<file path="config.mk">
export PLATFORM = sky130hd
export DESIGN_NAME = aib_adapt_syncfifo_ctrl
export DESIGN_NICKNAME = d
export VERILOG_FILES = /design/src/rtl/aib_adapt_syncfifo_ctrl.sv
export SDC_FILE = /design/constraint.sdc
export NUM_CORES = 1
export LEC_CHECK = 0
export ABC_CLOCK_PERIOD_IN_PS = 3070
export CAP_MARGIN = 5
export CORE_ASPECT_RATIO = 0.7
export CORE_MARGIN = 2
export CORE_UTILIZATION = 38
export DETAILED_ROUTE_END_ITERATION = 10
export PLACE_DENSITY = 0.83
export SETUP_SLACK_MARGIN = 0.2
export SYNTH_ARGS = -nofsm -noshare
export SYNTH_HDL_FRONTEND = slang
export SYNTH_SLANG_ARGS = --single-unit
</file>
<file path="constraint.sdc">
create_clock -name clk -period 3.07 [get_ports clk]
set_clock_uncertainty 0.1 [all_clocks]
set_input_delay 0.4605 -clock clk [delete_from_list [all_inputs] [get_ports clk]]
set_output_delay 0.4605 -clock clk [all_outputs]
set_load 0.05 [all_outputs]
</file>
<file path="src/rtl/aib_adapt_syncfifo_ctrl.sv">
// aib_adapt_syncfifo_ctrl
// Single-clock FIFO pointer/status controller. Drives the write/read selects
// of an external register-array FIFO (holds no data). DEPTH may be any value
// 2..2^AWIDTH. Provides occupancy, full/empty, programmable almost-full /
// almost-empty, sticky overflow/underflow and a synchronous flush.
//
// Optional build macro AIB_SYNCFIFO_NOCHK_EN: removes full/empty gating so
// both pointers always advance; occupancy is then tracked with lap bits and
// reported modulo 2*DEPTH, while overflow/underflow still flag requests that
// the checked controller would have dropped.
module aib_adapt_syncfifo_ctrl #(
  parameter int AWIDTH = 4,
  parameter int DEPTH  = 16
) (
  input  logic              clk,
  input  logic              rst,
  input  logic              wr_en,
  input  logic              rd_en,
  input  logic              flush,
  input  logic [AWIDTH:0]   af_thresh,
  input  logic [AWIDTH:0]   ae_thresh,
  output logic [DEPTH-1:0]  wr_ptr_one_hot,
  output logic [DEPTH-1:0]  rd_ptr_one_hot,
  output logic [AWIDTH-1:0] wr_ptr_bin,
  output logic [AWIDTH-1:0] rd_ptr_bin,
  output logic [AWIDTH:0]   numdata,
  output logic              full,
  output logic              empty,
  output logic              almost_full,
  output logic              almost_empty,
  output logic              overflow,
  output logic              underflow
);

  localparam logic [AWIDTH-1:0] LAST_PTR  = AWIDTH'(DEPTH - 1);
  localparam logic [AWIDTH:0]   DEPTH_CNT = (AWIDTH + 1)'(DEPTH);

  logic [AWIDTH-1:0] wr_ptr_reg, wr_ptr_next;
  logic [AWIDTH-1:0] rd_ptr_reg, rd_ptr_next;
  logic [AWIDTH:0]   count_reg, count_next;
  logic              full_reg, full_next;
  logic              empty_reg, empty_next;
  logic              af_reg, af_next;
  logic              ae_reg, ae_next;
  logic              ovf_reg, ovf_next;
  logic              udf_reg, udf_next;
  logic              wr_acc, rd_acc;
  logic              wr_drop, rd_drop;
  logic              clear;

  // rst and flush clear identical state; rst wins only in the sense that
  // both produce the same all-zero result.
  assign clear = rst | flush;

  // Wrap at DEPTH-1 so non-power-of-two depths never reach unused slots.
  function automatic logic [AWIDTH-1:0] ptr_inc(input logic [AWIDTH-1:0] p);
    return (p == LAST_PTR) ? '0 : p + 1'b1;
  endfunction

`ifdef AIB_SYNCFIFO_NOCHK_EN
  localparam int PW = AWIDTH + 2;

  logic          wr_lap_reg, wr_lap_next;
  logic          rd_lap_reg, rd_lap_next;
  logic [PW-1:0] wr_pos, rd_pos, pos_diff;

  // Unchecked acceptance; errors flag what the checked controller would drop.
  always_comb begin
    wr_acc  = wr_en;
    rd_acc  = rd_en;
    wr_drop = wr_en & full_reg & ~rd_en;
    rd_drop = rd_en & empty_reg;
  end

  // Pointer, lap and modulo-2*DEPTH occupancy next state.
  always_comb begin
    wr_ptr_next = wr_acc ? ptr_inc(wr_ptr_reg) : wr_ptr_reg;
    rd_ptr_next = rd_acc ? ptr_inc(rd_ptr_reg) : rd_ptr_reg;
    wr_lap_next = wr_lap_reg ^ (wr_acc & (wr_ptr_reg == LAST_PTR));
    rd_lap_next = rd_lap_reg ^ (rd_acc & (rd_ptr_reg == LAST_PTR));
    if (clear) begin
      wr_ptr_next = '0;
      rd_ptr_next = '0;
      wr_lap_next = 1'b0;
      rd_lap_next = 1'b0;
    end
    wr_pos   = (wr_lap_next ? PW'(DEPTH) : PW'(0)) + PW'(wr_ptr_next);
    rd_pos   = (rd_lap_next ? PW'(DEPTH) : PW'(0)) + PW'(rd_ptr_next);
    pos_diff = (wr_pos >= rd_pos) ? (wr_pos - rd_pos)
                                  : (wr_pos + PW'(2 * DEPTH) - rd_pos);
    count_next = (AWIDTH + 1)'(pos_diff);
  end

  // Lap bits live only in this build.
  always_ff @(posedge clk) begin
    wr_lap_reg <= wr_lap_next;
    rd_lap_reg <= rd_lap_next;
  end
`else
  // Checked acceptance: reads need data; writes need space or a same-cycle read.
  always_comb begin
    rd_acc  = rd_en & ~empty_reg;
    wr_acc  = wr_en & (~full_reg | rd_acc);
    wr_drop = wr_en & ~wr_acc;
    rd_drop = rd_en & ~rd_acc;
  end

  // Pointer and occupancy next state.
  always_comb begin
    wr_ptr_next = wr_acc ? ptr_inc(wr_ptr_reg) : wr_ptr_reg;
    rd_ptr_next = rd_acc ? ptr_inc(rd_ptr_reg) : rd_ptr_reg;
    unique case ({wr_acc, rd_acc})
      2'b10:   count_next = count_reg + (AWIDTH + 1)'(1);
      2'b01:   count_next = count_reg - (AWIDTH + 1)'(1);
      default: count_next = count_reg;
    endcase
    if (clear) begin
      wr_ptr_next = '0;
      rd_ptr_next = '0;
      count_next  = '0;
    end
  end
`endif

  // Status flags derived from next-state count so they align with numdata.
  always_comb begin
    full_next  = (count_next == DEPTH_CNT);
    empty_next = (count_next == '0);
    af_next    = (count_next >= af_thresh);
    ae_next    = (count_next <= ae_thresh);
    ovf_next   = clear ? 1'b0 : (ovf_reg | wr_drop);
    udf_next   = clear ? 1'b0 : (udf_reg | rd_drop);
  end

  // State register; clear is already folded into every *_next value.
  always_ff @(posedge clk) begin
    wr_ptr_reg <= wr_ptr_next;
    rd_ptr_reg <= rd_ptr_next;
    count_reg  <= count_next;
    full_reg   <= full_next;
    empty_reg  <= empty_next;
    af_reg     <= af_next;
    ae_reg     <= ae_next;
    ovf_reg    <= ovf_next;
    udf_reg    <= udf_next;
  end

  // One-hot selects decoded from the registered binary pointers.
  for (genvar gi = 0; gi < DEPTH; gi++) begin : g_onehot
    assign wr_ptr_one_hot[gi] = (wr_ptr_reg == AWIDTH'(gi));
    assign rd_ptr_one_hot[gi] = (rd_ptr_reg == AWIDTH'(gi));
  end

  assign wr_ptr_bin   = wr_ptr_reg;
  assign rd_ptr_bin   = rd_ptr_reg;
  assign numdata      = count_reg;
  assign full         = full_reg;
  assign empty        = empty_reg;
  assign almost_full  = af_reg;
  assign almost_empty = ae_reg;
  assign overflow     = ovf_reg;
  assign underflow    = udf_reg;

endmodule

</file>
==> results.py <==
metrics = {
    "worst_hold_path": {
        "worstHoldPathType": "flop to flop",
        "hold_depth": 2,
        "hp-start": "overflow",
        "hold_path_end": "overflow",
    },
    "grt": {
        "grt_pass1_wl_um": 5775,
        "grt_max_degree": 12,
        "grt_pass1_vias": 1249,
        "grt.overflow.total": 0,
        "grt_usage": 0.1636,
        "antenna_found_initial": 0,
    },
    "yosys": {
        "syn_area_per_cell_um2": 8.105,
        "yosysTopAreaCell": "dfxtp_1",
        "post-synth-top-count-cell": "and2_1",
        "yosys_most_used_dff": "dfxtp_1",
        "synthTopCellsByCount": "and2_1, ha_1, dfxtp_1",
        "syn_nets": 218,
        "syn_area_um2": 1475,
        "seq_area_frac_synth": 0.2578,
        "async_flop_share": 0,
        "synth_edf_count": 0,
        "syn_inst": 182,
        "synth_area_leaders": "dfxtp_1, ha_1, and2_1, xor2_1, a21oi_1",
        "synth_cell_types": 37,
        "ys_warn_count": 0,
        "ys_ff_latch": 19,
        "yosys.area.top_type_share": 0.2578,
    },
    "floorplan": {
        "fp-row-count": 18,
        "start_util": 0.4068,
        "die_y_um": 56.13,
        "num_io_pins": 66,
        "fp.dieArea_um2": 4405,
        "core_area_um2": 3626,
        "die_w_um": 78.47,
    },
    "timing": {
        "tightestPinTransition_ns": 0.5152,
        "fin_hold_ws_ns": 0.3783,
        "relSlewSlack": 0.6554,
        "final_max_slew_viol_count": 0,
        "fmax_mhz": 346.5,
        "period_share": 0.9401,
        "setup_viol": 0,
        "hold_viol": 0,
        "rsz0062_at_grt": "true",
        "min_period_ns": 2.886,
    },
    "clock_tree": {
        "clockRootBuffer": "clkbuf_8",
        "cts_tree": "done",
        "path_clk_slew_ns": 0.08,
        "htreeDepth": 1,
        "clock_latency_ns": 0.26,
        "cts_buffers": 3,
        "cts_buffer_depth": 2,
        "cts_sinks": 19,
        "hold_buffers": 0,
    },
    "final_layout": {
        "n_antenna_cell": 0,
        "area_delta_synth_final_pct": 61.92,
        "multi_input_area_um2": 1071,
        "drive_above_1_share": 0.1429,
        "post_layout_nonfiller_instances": 309,
        "fin_nets": 296,
        "num-fill-cells": 305,
        "fin_util": 0.6587,
        "regArea_um2": 385.4,
        "largest_reg_flops": 5,
    },
    "job": {
        "drv_cap": 0,
    },
    "detailed_routing": {
        "drc": 0,
        "wl_per_cell_um": 11.52,
        "via_count": 1454,
        "dr.pass1.iters": 4,
        "post_drt_via_cell_ratio": 4.706,
        "routed_wirelength_um": 3560,
        "drtIter0Drc": 46,
        "postRouteAntennaNets": 0,
    },
    "setup_path": {
        "worstReg2RegEnd": "almost_empty",
        "cp.required_ns": 3.16,
        "critical_path_peak_fanout": 3,
        "cp_data_arrival_time_ns": 2.98,
        "r2r-start": "empty",
        "r2r_slack_ns": 0.18,
        "setup.worst_path.end_class": "flop",
        "worst_r2r_path_depth": 16,
        "crit_type": "flop to flop",
        "critPathLaunchType": "flop",
        "critPathLaunch": "empty",
    },
    "place": {
        "globalplace.congestion": 0.8004,
        "io_buffers": 65,
        "dp_hpwl_um": 2767,
        "dpl.cell_count": 303,
    },
    "pwr": {
        "irDropWorstVdd_uv": 200.4,
        "power.density_nw_per_um2": 242.6,
        "p_leak_nw": 1.067,
    },
    "status": {
        "outcome": "complete, no violations",
    },
}
-- logic make-up (layout without fill, tap and decap cells) --
group / count (synthesis) / count (layout) / share of synthesized area
muxes: 1 / 1 / 0.006786
and+or+nand+nor: 80 / 80 / 0.3104
DFF: 19 / 19 / 0.2578
xor gates and xnor gates: 8 / 8 / 0.04750
AOI/OAI and AO/OA: 30 / 30 / 0.1340
adders and majority gates: 21 / 21 / 0.1781
buffers and inverters: 23 / 100 / 0.06530
-- critical path, stage by stage, from the launching register on --
cell and delay, ns:
dfxtp_4 0.34, nand2b_4 0.15, a21boi_4 0.16, inv_2 0.07, ha_4 0.16, xor2_1 0.17
ha_2 0.22, a21oi_2 0.04, xor2_1 0.15, nor2_1 0.11, xor2_1 0.22, and2_4 0.22
ha_4 0.21, o21a_1 0.10, o21a_1 0.16, o21a_1 0.16, o22ai_1 0.10
-- metal layers --
layer,share of wire,GRT usage,vias to the layer above,routed length (um)
met4,0.0059,0.04762,0,21
met3,0.088,0.05195,3,314
met1,0.51,0.2284,630,1814
li1,-,-,761,-
met5,0,0,-,0
met2,0.40,0.2401,60,1410
-- area by class of cell --
type,instances,share of cell area
Multi-Input combinational cell,140,0.4484
Timing Repair Buffer,80,0.3195
Sequential cell,19,0.1613
Tap cell,50,0.02619
Inverter,16,0.02514
Clock buffer,3,0.01729
Clock inverter,1,0.002095
-- what timing repair did --
action,4_1_cts,5_1_grt
setup buffers,2,0
pin swaps,2,2
gates resized for setup,7,2
setup endpoints to repair,4,4
hold endpoints to repair,0,0
-- power by group --
part           total, mW  switching (mW)  internal [mW]
clock network      0.184          0.0934         0.0906
logic              0.137          0.0728         0.0646
registers          0.258         0.00644          0.252
total              0.579           0.173          0.407
-- placed cells by master (no fill, tap or decap), types with 2 or more instances in the layout --
cell             instances
a21o_1                   4
nor2_1                  16
ha_4                     3
and2_4                   2
and3_1                   8
or4_1                    2
a31oi_1                  3
xor2_1                   7
nand2b_1                 2
clkbuf_8                 3
dfxtp_1                 17
and2_1                  24
clkdlybuf4s50_1         63
nor3b_1                  2
nor2b_1                  7
a21oi_1                 11
nand2_1                  8
o21ai_0                  2
buf_4                   15
o21a_1                   3
inv_2                    2
inv_1                   14
ha_1                    17
-- how the worst max path moves through the flow --
stage / end / slack (ns) / cells after the start
6_report: almost_empty / 0.18 / 16
5_1_grt: almost_empty / 0.05 / 16
4_1_cts: almost_empty / 0.19 / 16
3_5_place_dp: almost_empty / -0.40 / 17
3_3_place_gp: almost_empty / -0.32 / 17
2_1_floorplan: almost_full / -0.01 / 16
-- metrics by stage --
step	TNS, ns	instance area (um^2)	worst slack, ns	power, mW
3_3_place_gp	-1.002	2288	-0.3246	0.3939
2_1_floorplan	-0.01894	1520	-0.01037	0.3432
4_1_cts	0	2377	0.1943	0.5799
3_5_place_dp	-1.266	2288	-0.3988	0.3958
5_1_grt	0	2389	0.04748	0.5993
6_report	0	2389	0.1840	0.5794
Note: power is estimated with default switching activity, not from simulation.
